File: src/rtl/imem_boot_loader.sv
// UART boot loader: receives a sync/count/data/checksum packet, writes
// little-endian words into instruction memory and then releases the core.
module imem_boot_loader #(
  parameter int CLKS_PER_BIT = 868,
  parameter int MAX_WORDS    = 64
) (
  input  logic        clk,
  input  logic        rst,
  input  logic        uart_rx,
  output logic        imem_we,
  output logic [7:0]  imem_addr,
  output logic [31:0] imem_wdata,
  output logic        core_rst,
  output logic        load_done,
  output logic        load_err,
  output logic        busy
);

  localparam int            CW        = $clog2(CLKS_PER_BIT);
  localparam logic [CW-1:0] FULL      = CW'(CLKS_PER_BIT - 1);
  localparam logic [CW-1:0] HALF      = CW'(CLKS_PER_BIT / 2 - 1);
  localparam logic [7:0]    SYNC_BYTE = 8'hA5;
  localparam logic [7:0]    MAX_N     = 8'(MAX_WORDS);

  // Two-flop synchronizer plus one delay stage for falling-edge detection
  logic rx_meta, rx_sync, rx_prev;

  always_ff @(posedge clk) begin
    if (rst) begin
      rx_meta <= 1'b1;
      rx_sync <= 1'b1;
      rx_prev <= 1'b1;
    end else begin
      rx_meta <= uart_rx;
      rx_sync <= rx_meta;
      rx_prev <= rx_sync;
    end
  end

  typedef enum logic [1:0] {R_IDLE, R_START, R_DATA, R_STOP} rx_state_t;

  rx_state_t     rx_state, rx_state_nx;
  logic [CW-1:0] tick_cnt, tick_cnt_nx;
  logic [2:0]    bit_idx, bit_idx_nx;
  logic [7:0]    rx_byte, rx_byte_nx;
  logic          rx_valid, rx_valid_nx;
  logic          frame_err, frame_err_nx;

  always_ff @(posedge clk) begin
    if (rst) begin
      rx_state  <= R_IDLE;
      tick_cnt  <= '0;
      bit_idx   <= '0;
      rx_byte   <= '0;
      rx_valid  <= 1'b0;
      frame_err <= 1'b0;
    end else begin
      rx_state  <= rx_state_nx;
      tick_cnt  <= tick_cnt_nx;
      bit_idx   <= bit_idx_nx;
      rx_byte   <= rx_byte_nx;
      rx_valid  <= rx_valid_nx;
      frame_err <= frame_err_nx;
    end
  end

  always_comb begin
    rx_state_nx  = rx_state;
    tick_cnt_nx  = tick_cnt;
    bit_idx_nx   = bit_idx;
    rx_byte_nx   = rx_byte;
    rx_valid_nx  = 1'b0;
    frame_err_nx = 1'b0;
    case (rx_state)
      R_IDLE: begin
        tick_cnt_nx = '0;
        if (rx_prev && !rx_sync) rx_state_nx = R_START;
      end
      R_START: begin
        if (tick_cnt == HALF) begin
          tick_cnt_nx = '0;
          if (rx_sync) begin
            rx_state_nx = R_IDLE;
          end else begin
            rx_state_nx = R_DATA;
            bit_idx_nx  = '0;
          end
        end else begin
          tick_cnt_nx = tick_cnt + CW'(1);
        end
      end
      R_DATA: begin
        if (tick_cnt == FULL) begin
          tick_cnt_nx = '0;
          rx_byte_nx  = {rx_sync, rx_byte[7:1]};
          if (bit_idx == 3'd7) rx_state_nx = R_STOP;
          else                 bit_idx_nx  = bit_idx + 3'd1;
        end else begin
          tick_cnt_nx = tick_cnt + CW'(1);
        end
      end
      R_STOP: begin
        if (tick_cnt == FULL) begin
          tick_cnt_nx = '0;
          rx_state_nx = R_IDLE;
          if (rx_sync) rx_valid_nx  = 1'b1;
          else         frame_err_nx = 1'b1;
        end else begin
          tick_cnt_nx = tick_cnt + CW'(1);
        end
      end
      default: rx_state_nx = R_IDLE;
    endcase
  end

  typedef enum logic [2:0] {L_SYNC, L_COUNT, L_DATA, L_CSUM, L_DONE} ld_state_t;

  ld_state_t   ld_state, ld_state_nx;
  logic [6:0]  word_cnt, word_cnt_nx;
  logic [6:0]  word_idx, word_idx_nx;
  logic [1:0]  byte_idx, byte_idx_nx;
  logic [7:0]  csum, csum_nx;
  logic [23:0] word_buf, word_buf_nx;
  logic        imem_we_nx, core_rst_nx, load_done_nx, load_err_nx, busy_nx;
  logic [7:0]  imem_addr_nx;
  logic [31:0] imem_wdata_nx;
  logic        fail;

  always_ff @(posedge clk) begin
    if (rst) begin
      ld_state   <= L_SYNC;
      word_cnt   <= '0;
      word_idx   <= '0;
      byte_idx   <= '0;
      csum       <= '0;
      word_buf   <= '0;
      imem_we    <= 1'b0;
      imem_addr  <= '0;
      imem_wdata <= '0;
      core_rst   <= 1'b1;
      load_done  <= 1'b0;
      load_err   <= 1'b0;
      busy       <= 1'b0;
    end else begin
      ld_state   <= ld_state_nx;
      word_cnt   <= word_cnt_nx;
      word_idx   <= word_idx_nx;
      byte_idx   <= byte_idx_nx;
      csum       <= csum_nx;
      word_buf   <= word_buf_nx;
      imem_we    <= imem_we_nx;
      imem_addr  <= imem_addr_nx;
      imem_wdata <= imem_wdata_nx;
      core_rst   <= core_rst_nx;
      load_done  <= load_done_nx;
      load_err   <= load_err_nx;
      busy       <= busy_nx;
    end
  end

  always_comb begin
    ld_state_nx   = ld_state;
    word_cnt_nx   = word_cnt;
    word_idx_nx   = word_idx;
    byte_idx_nx   = byte_idx;
    csum_nx       = csum;
    word_buf_nx   = word_buf;
    imem_we_nx    = 1'b0;
    imem_addr_nx  = imem_addr;
    imem_wdata_nx = imem_wdata;
    core_rst_nx   = core_rst;
    load_done_nx  = load_done;
    load_err_nx   = load_err;
    busy_nx       = busy;
    fail          = 1'b0;
    case (ld_state)
      L_SYNC: begin
        if (rx_valid && rx_byte == SYNC_BYTE) begin
          load_err_nx = 1'b0;
          busy_nx     = 1'b1;
          word_idx_nx = '0;
          byte_idx_nx = '0;
          csum_nx     = '0;
          ld_state_nx = L_COUNT;
        end else if (frame_err) begin
          load_err_nx = 1'b1;
        end
      end
      L_COUNT: begin
        if (rx_valid) begin
          if (rx_byte == 8'd0 || rx_byte > MAX_N) begin
            fail = 1'b1;
          end else begin
            word_cnt_nx = rx_byte[6:0];
            ld_state_nx = L_DATA;
          end
        end else if (frame_err) begin
          fail = 1'b1;
        end
      end
      L_DATA: begin
        if (rx_valid) begin
          csum_nx     = csum ^ rx_byte;
          byte_idx_nx = byte_idx + 2'd1;
          case (byte_idx)
            2'd0: word_buf_nx[7:0]   = rx_byte;
            2'd1: word_buf_nx[15:8]  = rx_byte;
            2'd2: word_buf_nx[23:16] = rx_byte;
            default: begin
              // Last byte goes straight into the write data; no fourth buffer byte
              imem_we_nx    = 1'b1;
              imem_addr_nx  = {word_idx[5:0], 2'b00};
              imem_wdata_nx = {rx_byte, word_buf};
              word_idx_nx   = word_idx + 7'd1;
              if (word_idx + 7'd1 == word_cnt) ld_state_nx = L_CSUM;
            end
          endcase
        end else if (frame_err) begin
          fail = 1'b1;
        end
      end
      L_CSUM: begin
        if (rx_valid) begin
          if (rx_byte == csum) begin
            ld_state_nx  = L_DONE;
            load_done_nx = 1'b1;
            core_rst_nx  = 1'b0;
            busy_nx      = 1'b0;
          end else begin
            fail = 1'b1;
          end
        end else if (frame_err) begin
          fail = 1'b1;
        end
      end
      L_DONE: ;
      default: ld_state_nx = L_SYNC;
    endcase
    if (fail) begin
      load_err_nx = 1'b1;
      busy_nx     = 1'b0;
      ld_state_nx = L_SYNC;
    end
  end

endmodule

File: config.mk
export PLATFORM = sky130hd
export DESIGN_NAME = imem_boot_loader
export DESIGN_NICKNAME = d
export VERILOG_FILES = /design/src/rtl/imem_boot_loader.sv
export SDC_FILE = /design/constraint.sdc
export NUM_CORES = 1
export LEC_CHECK = 0
export CAP_MARGIN = 20
export CORE_ASPECT_RATIO = 0.8
export CORE_MARGIN = 1.5
export CORE_UTILIZATION = 34
export DETAILED_ROUTE_END_ITERATION = 7
export GPL_TIMING_DRIVEN = 1
export PLACE_DENSITY_LB_ADDON = 0.15
export SLEW_MARGIN = 20
export SYNTH_ARGS = -nofsm -noshare
export SYNTH_HDL_FRONTEND = slang
export SYNTH_SLANG_ARGS = --single-unit
File: constraint.sdc
create_clock -name clk -period 2.5 [get_ports clk]
set_clock_uncertainty 0.2 [all_clocks]
set_input_delay 0.25 -clock clk [delete_from_list [all_inputs] [get_ports clk]]
set_output_delay 0.25 -clock clk [all_outputs]
set_load 0.005 [all_outputs]
==> run metrics <==
Worst-Skew Late Latency=between 0.4 and 0.5 ns; Largest stage delay, worst path=0.50 ns; Hold Fails Final Rpt=0; R2R cell count=6; first-pass GRT wire length=21.47 mm; Bufs and invs on worst path=0; total number of yosys warnings=0; Synth Register Bits=approximately 120; die area=16180 um^2; htree depth=4; LEAKAGE=2.324 nW; Antenna Cells=0; Die W=141.8 um; ranking of synthesized cells by area=dfxtp_1 47%, nand2_1 8.9%, a21oi_1 8.2%, nor2_1 3.8%, mux2i_1 3.6%; Final Setup Violations=0; Area growth syn-to-layout=23.46%; Post-Synthesis Cells=624; Yosys top cell by area=dfxtp_1; pin count of the biggest net entering global routing=81; # DRC=0; port bufs=45; DP Area=5896 um^2; CTS Buffer Depth=2; final instance area=6472 um^2; CP Depth=6; WP data arrival=2.31 ns; CTS resizes=0; Met1 Wirelength=6.602 mm; Async SR Flop Fraction=0%; Highest Clock Rate=449.0 MHz; Final #Nets=673; post-synthesis sequential area ratio=between 40% and 50%; Setup Fix Bufs, Post-CTS=0; RSZ-0062 raised after global routing=false; First DRT Iteration DRCs=370; initial core utilization=34.80%; DP Worst Slack=0.2755 ns; clock-pin slew on the worst setup and hold paths=~0.050 ns; register area=2442 um^2; worst min path class=in2reg; grt ovf=0; clk root buf=clkbuf_16; uppermost layer routed=met4; cts hold-fix bufs=0; Synth Area per Inst=8.401 um^2; Worst slew margin=64.35%; Worst setup SP type=register; WL final=between 10 and 15 mm; setup TNS=0 ns; Via-to-Cell Ratio=4.931; wire length per cell=14.91 um; delay-heaviest family, CP=simple AND/OR/NAND/NOR gates; pins over their slew limit=0; initial antenna violation count=0; met3 routed WL=433 um; multi-input logic area=2551 um^2; Site Rows=40; fillers=1494; post-synthesis cell type count=56; power density cells=683.9 nW/um^2; hpwl dp=a little under 9 mm; clock net sink count=122; layout cell share with drive strength beyond 1=11.14%; top_reg_cell synth=dfxtp_1; Tcrit/Tclk final=89.09%; Die Y=about 110 um; vias in the first global route=4137; DR pass1 iterations=5; Final ANT Viol Nets=0; post-synth top area share=46.59%; Critical Path RT=2.58 ns; core box area=between 15000 and 20000 um^2; cts bufs inserted=17; Worst-Margin Slew=roughly 0.53 ns; MaxCap Viol Count=0; Max VDD drop=0.0004842 V; synthesized cell area=5243 um^2; Final WS setup=0.2727 ns; Tmin final=2.227 ns; CP max-delay cell=or3_1; status=finished clean; DR vias=~4400; num ports=48; critical path peak fanout=10; GRT Util Overall=between 10% and 20%; WL met2=5.911 mm; CTS tree=done; Hold Path Depth=2; CP Class=reg2reg; gpl congestion=between 0.8 and 0.9; CP cell instances=ha_1 > and4bb_2 > nand3_1 > a21oi_1 > or3_1 > nor2_2; CP endpoint kind=register; number of synthesized flops with an enable pin=0
==> cell usage in the layout, fill, tap and decap left out, types with 4 or more instances in the layout <==
cell type and n:
nor2_2 10, a21oi_1 86, clkbuf_1 4, nor2b_1 6
nor2_1 53, o21ai_0 12, nand3_1 38, xor2_1 8
clkinv_2 5, clkdlybuf4s50_1 44, ha_1 9, buf_4 15
mux2i_1 19, clkbuf_16 17, and3_1 7, xnor2_1 18
dfxtp_1 122, nand2_1 124, inv_1 7
==> metrics by stage <==
| step | hold slack (ns) | std cells | total power, mW | utilization (%) |
|---|---|---|---|---|
| 5_1_grt | 0.02927 | 883 | 4.565 | 42.97 |
| 6_report | 0.03648 | 883 | 4.426 | 42.97 |
| 4_1_cts | 0.009181 | 883 | 4.480 | 42.97 |
| 2_1_floorplan | 0.1538 | 625 | 2.025 | - |
| 3_3_place_gp | 0.1971 | 852 | 2.037 | 39.14 |
| 3_5_place_dp | 0.1962 | 852 | 2.037 | 39.14 |
==> state kept, by name, indices dropped and copies added, names as in the netlist, 6 cells and up, named ones only <==
name and cells:
word_idx 7, imem_wdata 32, word_buf 24, rx_byte 8, word_cnt 7, tick_cnt 10, imem_addr 6, csum 8
==> area by class of cell <==
type | instances | area share [%]
Multi-Input combinational cell | 451 | 39.42
Sequential cell | 122 | 37.73
Timing Repair Buffer | 62 | 9.472
Clock buffer | 22 | 7.017
Tap cell | 210 | 4.060
Clock inverter | 9 | 1.894
Inverter | 7 | 0.4060
==> worst register-to-register path, delay by kind of cell, from the launching register on <==
| kind | cells | cell delay (ns) |
|---|---|---|
| AND/OR/NAND/NOR | 4 | 0.94 |
| flip-flops | 1 | 0.42 |
| adder cells (fa/ha/maj) | 1 | 0.27 |
| AO/OA/AOI/OAI | 1 | 0.27 |
==> power by group <==
group	internal, mW	total, mW	switching [mW]
combinational	0.0104	0.0441	0.0337
sequential	1.95	1.95	0.00305
clock	1.58	2.43	0.853
total	3.54	4.43	0.890
==> final timing paths <==
kind          startpoint           to  slack [ns]
max reg2reg  tick_cnt[0]  tick_cnt[6]        0.27
min reg2reg      rx_meta      rx_sync        0.21
min                  rst  word_cnt[2]        0.04
max          tick_cnt[0]  tick_cnt[6]        0.27
==> synth_stat cells, types with 4 or more instances <==
cell	number
nand2_1	124
dfxtp_1	122
a21oi_1	86
nor2_1	53
nand3_1	38
clkbuf_1	22
mux2i_1	19
xnor2_1	18
buf_2	16
o21ai_0	12
nor2_2	10
ha_1	9
xor2_1	8
and3_1	7
inv_1	7
nor2b_1	6
buf_4	4
==> metal layers <==
metal | GRT usage, % | vias to the layer above
met2 | 25.14 | 89
met1 | 23.78 | 2063
met4 | 7.904 | 0
met3 | 3.764 | 23
li1 | - | 2179
met5 | 0 | -
==> kinds of logic after synthesis <==
group / synth area share (%)
flops: 46.59
xor+xnor: 4.344
buf+inv: 4.821
mux: 3.628
compound gates: 12.94
other cells: 0.07153
simple gates: 25.47
fa+ha+maj: 2.148
Power figures use the tool's default switching activity.
